## src/rtl/prog_sequencer_if.sv

```systemverilog
// ---------------------------------------------------------------------------
// prog_sequencer_if
//   Instruction bus between the program sequencer and the 16-bit processor.
//   din  : word presented to the processor's DIN input
//   run  : din is valid and an instruction is in progress
//   done : processor reports that the current instruction has completed
//   master modport -> sequencer (drives din/run, consumes done)
//   slave  modport -> processor (consumes din/run, drives done)
// ---------------------------------------------------------------------------
interface prog_sequencer_if #(
    parameter int DATA_W = 16
) ();
    logic [DATA_W-1:0] din;
    logic              run;
    logic              done;

    modport master (output din, output run, input done);
    modport slave  (input din, input run, output done);
endinterface

```

## src/rtl/prog_sequencer.sv

```systemverilog
// ---------------------------------------------------------------------------
// prog_sequencer
//   Instruction-issuing master for the 16-bit bus processor. Holds a program
//   RAM, presents each instruction word (plus the immediate word for the
//   immediate-load opcode) on the bus, and waits for done before moving on.
//   Ports:
//     clk, rst          clock (rising edge), synchronous active-high reset
//     start_i           begin execution at PC=0 (ignored while busy)
//     load_en_i         program write strobe (ignored while busy)
//     load_addr_i       program write address
//     load_data_i       program write data
//     bus               processor bus (din/run out, done in)
//     pc_o              address of the word currently presented
//     busy_o            high in ISSUE/IMM/WAIT
//     halted_o          high in HALT
//     err_o             high in ERROR
//     instr_count_o     instructions completed since start, wraps 255->0
// ---------------------------------------------------------------------------
module prog_sequencer #(
    parameter int          DEPTH   = 32,
    parameter int          ADDR_W  = 5,
    parameter int          DATA_W  = 16,
    parameter logic [2:0]  IMM_OP  = 3'b001,
    parameter logic [2:0]  HALT_OP = 3'b111,
    parameter int          TIMEOUT = 15
) (
    input  logic                clk,
    input  logic                rst,
    input  logic                start_i,
    input  logic                load_en_i,
    input  logic [ADDR_W-1:0]   load_addr_i,
    input  logic [DATA_W-1:0]   load_data_i,
    prog_sequencer_if.master    bus,
    output logic [ADDR_W-1:0]   pc_o,
    output logic                busy_o,
    output logic                halted_o,
    output logic                err_o,
    output logic [7:0]          instr_count_o
);

    localparam int TW = $clog2(TIMEOUT + 1);
    localparam logic [ADDR_W-1:0] LAST_ADDR = ADDR_W'(DEPTH - 1);
    // Timer holds TIMEOUT-1 on the last allowed wait cycle; moving past it
    // would make it reach TIMEOUT, so that is where the error is raised.
    localparam logic [TW-1:0]     TMR_LAST  = TW'(TIMEOUT - 1);

    typedef enum logic [2:0] {
        S_IDLE,
        S_ISSUE,
        S_IMM,
        S_WAIT,
        S_HALT,
        S_ERROR
    } state_t;

    state_t             state_q, state_d;
    logic [ADDR_W-1:0]  pc_q, pc_d;
    logic [7:0]         cnt_q, cnt_d;
    logic [TW-1:0]      timer_q, timer_d;

    logic [DATA_W-1:0]  mem [DEPTH];
    logic [DATA_W-1:0]  word;
    logic [2:0]         opcode;
    logic               busy;

    assign word   = mem[pc_q];
    assign opcode = word[DATA_W-1 -: 3];
    assign busy   = (state_q == S_ISSUE) || (state_q == S_IMM) || (state_q == S_WAIT);

    // Program RAM: contents survive reset; writes only while not executing.
    always_ff @(posedge clk) begin
        if (!rst && load_en_i && !busy) begin
            mem[load_addr_i] <= load_data_i;
        end
    end

    always_ff @(posedge clk) begin
        if (rst) begin
            state_q <= S_IDLE;
            pc_q    <= '0;
            cnt_q   <= '0;
            timer_q <= '0;
        end else begin
            state_q <= state_d;
            pc_q    <= pc_d;
            cnt_q   <= cnt_d;
            timer_q <= timer_d;
        end
    end

    always_comb begin
        state_d = state_q;
        pc_d    = pc_q;
        cnt_d   = cnt_q;
        timer_d = timer_q;
        bus.din = '0;
        bus.run = 1'b0;

        unique case (state_q)
            S_IDLE, S_HALT, S_ERROR: begin
                if (start_i) begin
                    pc_d    = '0;
                    cnt_d   = '0;
                    state_d = S_ISSUE;
                end
            end

            S_ISSUE: begin
                if (opcode == HALT_OP) begin
                    state_d = S_HALT;
                end else begin
                    bus.din = word;
                    bus.run = 1'b1;
                    timer_d = '0;
                    if (opcode == IMM_OP) begin
                        // An immediate opcode in the last word has no data word.
                        if (pc_q == LAST_ADDR) begin
                            state_d = S_ERROR;
                        end else begin
                            pc_d    = pc_q + ADDR_W'(1);
                            state_d = S_IMM;
                        end
                    end else begin
                        state_d = S_WAIT;
                    end
                end
            end

            S_IMM, S_WAIT: begin
                bus.din = word;
                bus.run = 1'b1;
                if (bus.done) begin
                    cnt_d = cnt_q + 8'd1;
                    if (pc_q == LAST_ADDR) begin
                        state_d = S_HALT;
                    end else begin
                        pc_d    = pc_q + ADDR_W'(1);
                        state_d = S_ISSUE;
                    end
                end else if (timer_q == TMR_LAST) begin
                    state_d = S_ERROR;
                end else begin
                    timer_d = timer_q + TW'(1);
                end
            end

            default: state_d = S_IDLE;
        endcase
    end

    assign pc_o          = pc_q;
    assign busy_o        = busy;
    assign halted_o      = (state_q == S_HALT);
    assign err_o         = (state_q == S_ERROR);
    assign instr_count_o = cnt_q;

endmodule

```

## src/flat_wrapper.sv

```systemverilog
// flat-port wrapper written by rule: the top's interface ports become plain ports
module prog_sequencer_flat 
#(
    parameter int          DEPTH   = 32,
    parameter int          ADDR_W  = 5,
    parameter int          DATA_W  = 16,
    parameter logic [2:0]  IMM_OP  = 3'b001,
    parameter logic [2:0]  HALT_OP = 3'b111,
    parameter int          TIMEOUT = 15
)
  (clk, rst, start_i, load_en_i, load_addr_i, load_data_i, pc_o, busy_o, halted_o, err_o, instr_count_o, bus_din, bus_run, bus_done);
  prog_sequencer_if #(.DATA_W(DATA_W)) bus_i ();
  input  logic clk;
  input  logic rst;
  input  logic start_i;
  input  logic load_en_i;
  input  logic [ADDR_W-1:0] load_addr_i;
  input  logic [DATA_W-1:0] load_data_i;
  output logic [ADDR_W-1:0] pc_o;
  output logic busy_o;
  output logic halted_o;
  output logic err_o;
  output logic [7:0] instr_count_o;
  output wire logic [$bits(bus_i.din)-1:0] bus_din;
  output wire logic [$bits(bus_i.run)-1:0] bus_run;
  input wire logic [$bits(bus_i.done)-1:0] bus_done;
  assign bus_din = bus_i.din;
  assign bus_run = bus_i.run;
  assign bus_i.done = bus_done;
  prog_sequencer #(.DEPTH(DEPTH), .ADDR_W(ADDR_W), .DATA_W(DATA_W), .IMM_OP(IMM_OP), .HALT_OP(HALT_OP), .TIMEOUT(TIMEOUT)) u_core (.clk(clk), .rst(rst), .start_i(start_i), .load_en_i(load_en_i), .load_addr_i(load_addr_i), .load_data_i(load_data_i), .bus(bus_i), .pc_o(pc_o), .busy_o(busy_o), .halted_o(halted_o), .err_o(err_o), .instr_count_o(instr_count_o));
endmodule
```

## config.mk

```make
export PLATFORM = sky130hd
export DESIGN_NAME = prog_sequencer_flat
export DESIGN_NICKNAME = d
export VERILOG_FILES = /design/src/rtl/prog_sequencer_if.sv /design/src/rtl/prog_sequencer.sv /design/src/flat_wrapper.sv
export SDC_FILE = /design/constraint.sdc
export NUM_CORES = 1
export LEC_CHECK = 0
export ABC_AREA = 0
export ABC_CLOCK_PERIOD_IN_PS = 5000
export CORE_ASPECT_RATIO = 1.75
export CORE_MARGIN = 8
export CORE_UTILIZATION = 25
export DETAILED_ROUTE_END_ITERATION = 10
export PLACE_DENSITY = 0.43
export SLEW_MARGIN = 10
export SYNTH_ARGS = -nofsm -noshare
export SYNTH_HDL_FRONTEND = slang
export SYNTH_SLANG_ARGS = --single-unit
```

## constraint.sdc

```tcl
create_clock -name clk -period 5 [get_ports clk]
set_clock_uncertainty 0.15 [all_clocks]
set_input_delay 1 -clock clk [delete_from_list [all_inputs] [get_ports clk]]
set_output_delay 1 -clock clk [all_outputs]
set_load 0.05 [all_outputs]
```

; Word level (Yosys, flattened, before mapping)
; Memory sizes are Yosys's and may differ from the RTL's. A register that Yosys moved wholly into a read port is not among the register bits.
; Index checks and enable logic that the tools add are counted.
; Widths: inputs -> output; s select.
[totals]
regBits = 20
latchBits = 0
ram_bits = 512
mem_bits_ro = 0
input_bits = 26
out_inout_bits = 33
word_cells = 69
memories = 1
[op_classes]
n_addsub = 3
mul = 0
div = 0
n_lt_le_gt_ge = 0
eq_ne = 16
shift = 0
muxes = 29
n_bitwise = 0
n_reduce_logical = 16
[memory_table]
columns = memory, depth, width, rd, rd_clocked_by_memory_dff, wr, line_no
row1 = u_core.mem, 32, 16, 1, 1, 1, prog_sequencer.sv:61  ; logic [DATA_W-1:0] mem [DEPTH];
[op_table]
columns = operator, count
row1 = $mux 5, 7
row2 = $pmux 16 s2, 1
row3 = $mux 3, 7
row4 = $mux 16, 1
row5 = $mux 8, 2
row6 = $pmux 8 s2, 1
row7 = $pmux 5 s3, 1
row8 = $mux 4, 3
row9 = $ne 2x2->1 const B, 6
row10 = $eq 3x3->1 const B, 3
row11 = $pmux 3 s3, 1
row12 = $add 8x1->8 const B, 1
row13 = $pmux 4 s2, 1
row14 = $eq 3x1->1 const B, 2
row15 = $eq 3x2->1 const B, 2
row16 = $add 5x1->5 const B, 1
row17 = $eq 5x5->1 const B, 1
row18 = $reduce_and 5->1, 1
row19 = $add 4x1->4 const B, 1
row20 = $eq 4x4->1 const B, 1
row21 = $reduce_and 4->1, 1
row22 = $reduce_bool 2->1, 2
row23 = $logic_not 3->1, 1
row24 = $mux 1, 3
row25 = 10 further kinds, 13

; Depth between registers and ports, before layout
[logic_depth]
word_depth = 7
ltp_mapped = 11
depth_no_buf = 8

; Worst setup path before layout
; Ideal clock, no wire load.
[synth_path]
path_kind = register to output
start = register with a tool-made name
end = output bus_din[10]
arrival_time_ns = 2.649
t_required_ns = 3.850
setup_slack_ns = 1.201
path_stages_with_launch = 11
n_path_buf = 2
cell_sequence = dfxtp_1 buf_4 nor2_1 a22oi_1 nand2_1 o22ai_1 a211oi_2 or2_1 o31ai_4 buf_4 nor2_1
[synth_lines]
columns = element, line_no
row1 = end: declaration, flat_wrapper.sv:24  ; output wire logic [$bits(bus_i.din)-1:0] bus_din;

==> key figures <==
Status
  – Outcome: completed

Layout
  – Final std cells w/o fill: 2,220
  – Layout cells sized above 1: 27.6%
  – Commonest non-fill, non-tap cells in the layout: edfxtp_1, mux4_2, buf_4
  – Final Net Count: 1,146
  – # diodes: 0
  – Area Overhead vs Synth: 18.0%
  – Commonest non-fill, non-tap cell in the layout: edfxtp_1

Floorplan
  – Initial Utilization: 25.2%
  – # rows: 140
  – Io pins: 59
  – Die Span X: 235 um
  – Die H: 399 um
  – Core area: 0.0832 mm^2
  – Die area: 0.0938 mm^2

Detailed routing
  – Number of vias per cell: 4.49
  – Antenna viol nets, final: 0
  – Final WL: 54.9 mm
  – Drt drc: 0
  – Iteration-0 DRC Markers: 624
  – First-pass detailed-route iteration total: 5
  – Routed WL per cell: 24.7 um
  – Via count: 9,963

Critical path
  – Critical-path cell list: buf_12 -> buf_12 -> mux4_2 -> mux4_2 -> mux2i_1 -> nor2_1 -> buf_4
  – Critical setup path kind: flip-flop to output port
  – Largest fanout on the critical path: 84
  – CP Buf/Inv Count: 3
  – Slowest stage delay, CP: 0.55 ns
  – CP Data Arrival Time: 3.55 ns
  – CP delay by family, top: multiplexers
  – Type of origin of the critical path: flip-flop
  – CP endpoint kind: output port
  – Critical-path top delay cell: mux4_2
  – CP required: 3.85 ns

Pwr
  – Switching part of the total: 26.2%
  – Int Pwr: 0.00800 W
  – PnR Total Power: 0.0108 W
  – Clock power frac: 35.2%
  – Combinational share of power: 18.2%
  – Leakage: 7.41 nW
  – P_sw: 0.00284 W
  – IR drop worst, VDD: 0.214 mV
  – Pwr per Cell Area: 438 mW/mm^2
  – Reg power frac: 46.6%

Placement
  – DP Wirelength: 34.1 mm
  – Pre-CTS setup slack: 0.640 ns
  – DP Cell Count: 2,127
  – Port Buf Inserts: 58
  – GPL Wtd Cong: 0.718

GRT
  – Remaining Overflow, GRT: 0
  – Total track usage: 11.6%
  – Largest net degree at the start of global routing: 85
  – First-pass GRT wire length: 78.9 mm
  – Antenna violations before repair: 3
  – Vias in the first global route: 11,000

Clock network
  – Clock Path Buffers: 3
  – Root buffer cell: clkbuf_16
  – Clk pin slew, worst setup/hold paths: 0.07 ns
  – Worst-Skew Late Latency: 0.59 ns
  – Clock sinks: 537
  – Num CTS Buffers: 48
  – H-Tree Level Count: 2
  – CTS tree: built
  – CTS hold repair buffers: 0

STA
  – Setup_tns: 0 ns
  – Slew Limit Fails: 0
  – Max transition margin: 14.1%
  – Final setup vio count: 0
  – Final period util: 94.0%
  – RSZ-0062 raised after global routing: no
  – Final hold violations: 0
  – Max Fclk: 0.213 GHz
  – Post-route setup slack: 0.299 ns
  – Min Tclk post-route: 4.70 ns
  – Worst Max-Slew Pin Slew: 1.28 ns

Synthesis
  – Synthesis Warnings: 0
  – Synthesized flop and latch total: 537
  – Syn Nets: 1,032
  – Ys flop type: edfxtp_1
  – Number of synthesized flops with an enable pin: 512
  – Synth cell types: 52
  – Cells after Synth: 1,002
  – Synth Area per Inst: 20.9 um^2
  – Synthesized cell area: 0.0210 mm^2
  – FFs w/ async S/R, synth: 0%
  – Sequential area share after synthesis: 75.6%

Worst hold path
  – Hold Path Class: flip-flop to flip-flop

Run
  – Max_cap viols: 0
-- cell families (layout without fill, tap and decap cells) --
kind of cell	count (synthesis)	in the layout	share of synthesized area [%]
buffers and inverters	54	207	1.25
AND/OR/NAND/NOR	148	148	3.26
multiplexers	191	191	17.1
AO/OA/AOI/OAI	60	60	2.13
XOR/XNOR	8	8	0.334
adder cells (fa/ha/maj)	4	4	0.239
flip-flops	537	537	75.6
-- metrics by stage --
stage | hold WS [ns] | instance area, um^2 | utilization, %
floorplan | 0.315 | 21000 | -
global placement | 0.347 | 23200 | 27.8
detailed placement | 0.358 | 23100 | 27.8
CTS | 0.368 | 24800 | 29.8
global route | 0.397 | 24800 | 29.8
finish | 0.359 | 24800 | 29.8
-- routing by layer --
layer  global-route usage [%]  share of wire, %  vias to the layer above
met5                        0             0.024                        -
met4                     3.75               2.5                        2
met3                     1.54               2.9                       66
met2                     23.6                58                      162
met1                     12.0                37                     5368
li1                         -                 -                     4365
-- cell usage after synthesis, types with 4 or more instances --
| library cell | number | area share [%] |
|---|---|---|
| buf_1 | 13 | 0.23 |
| nand2_1 | 28 | 0.50 |
| dfxtp_1 | 25 | 2.4 |
| xor2_1 | 5 | 0.21 |
| a22oi_1 | 10 | 0.36 |
| ha_1 | 4 | 0.24 |
| mux2i_1 | 57 | 2.7 |
| a31oi_1 | 4 | 0.12 |
| buf_2 | 9 | 0.21 |
| nand4_1 | 4 | 0.12 |
| a21oi_1 | 16 | 0.38 |
| nor2b_1 | 7 | 0.21 |
| nor2_1 | 67 | 1.2 |
| nand2b_1 | 7 | 0.21 |
| mux4_2 | 132 | 14 |
| buf_4 | 4 | 0.14 |
| a22o_1 | 7 | 0.29 |
| nand3_1 | 13 | 0.31 |
| edfxtp_1 | 512 | 73 |
| clkbuf_1 | 17 | 0.30 |
| and3_1 | 5 | 0.15 |
| inv_1 | 6 | 0.11 |
-- what timing repair did --
action,4_1_cts,5_1_grt
setup endpoints to repair,5,9
resized for setup,0,1
pin swaps,1,0
setup buffers,4,0
gates cloned,0,0
-- power by group through the flow --
stage          registers, W  logic [W]  clock network, W
2_1_floorplan       0.00511    0.00139                 0
3_3_place_gp        0.00515    0.00197                 0
3_5_place_dp        0.00515    0.00197                 0
4_1_cts             0.00506    0.00204           0.00392
5_1_grt             0.00506    0.00212           0.00405
6_report            0.00505    0.00198           0.00381
-- worst paths after layout --
path                              to                     from  slack [ns]  cells past startpoint
max                       bus_din[1]                flip-flop        0.30                      7
min          u_core.instr_count_o[1]  u_core.instr_count_o[1]        0.36                      2
max reg2reg        u_core.mem[24][4]        u_core.state_q[2]        1.63                      9
min reg2reg  u_core.instr_count_o[1]  u_core.instr_count_o[1]        0.36                      2
-- tightest hold or removal path, delay by kind of cell, from the launching register on --
family             cells  cell delay [ns]
DFF                    1             0.34
and+or+nand+nor        1             0.07
AOI/OAI and AO/OA      1             0.05
-- sequential cells by signal, summed over array words and instances (netlist names), named ones only --
name and count:
u_core.instr_count_o 8, u_core.timer_q 4, u_core.state_q 3, u_core.pc_o 5
u_core.mem 512
-- final cells by class --
class                      count  area [um^2]
inverter                       7         26.3
sequential                   537        15900
multi-input combinational    411         4930
clock buffer                  58         1260
timing repair buffer         111         1010
fill                        8016        58400
clock inverter                31          329
tap                         1065         1330
Note: power is estimated with default switching activity, not from simulation.
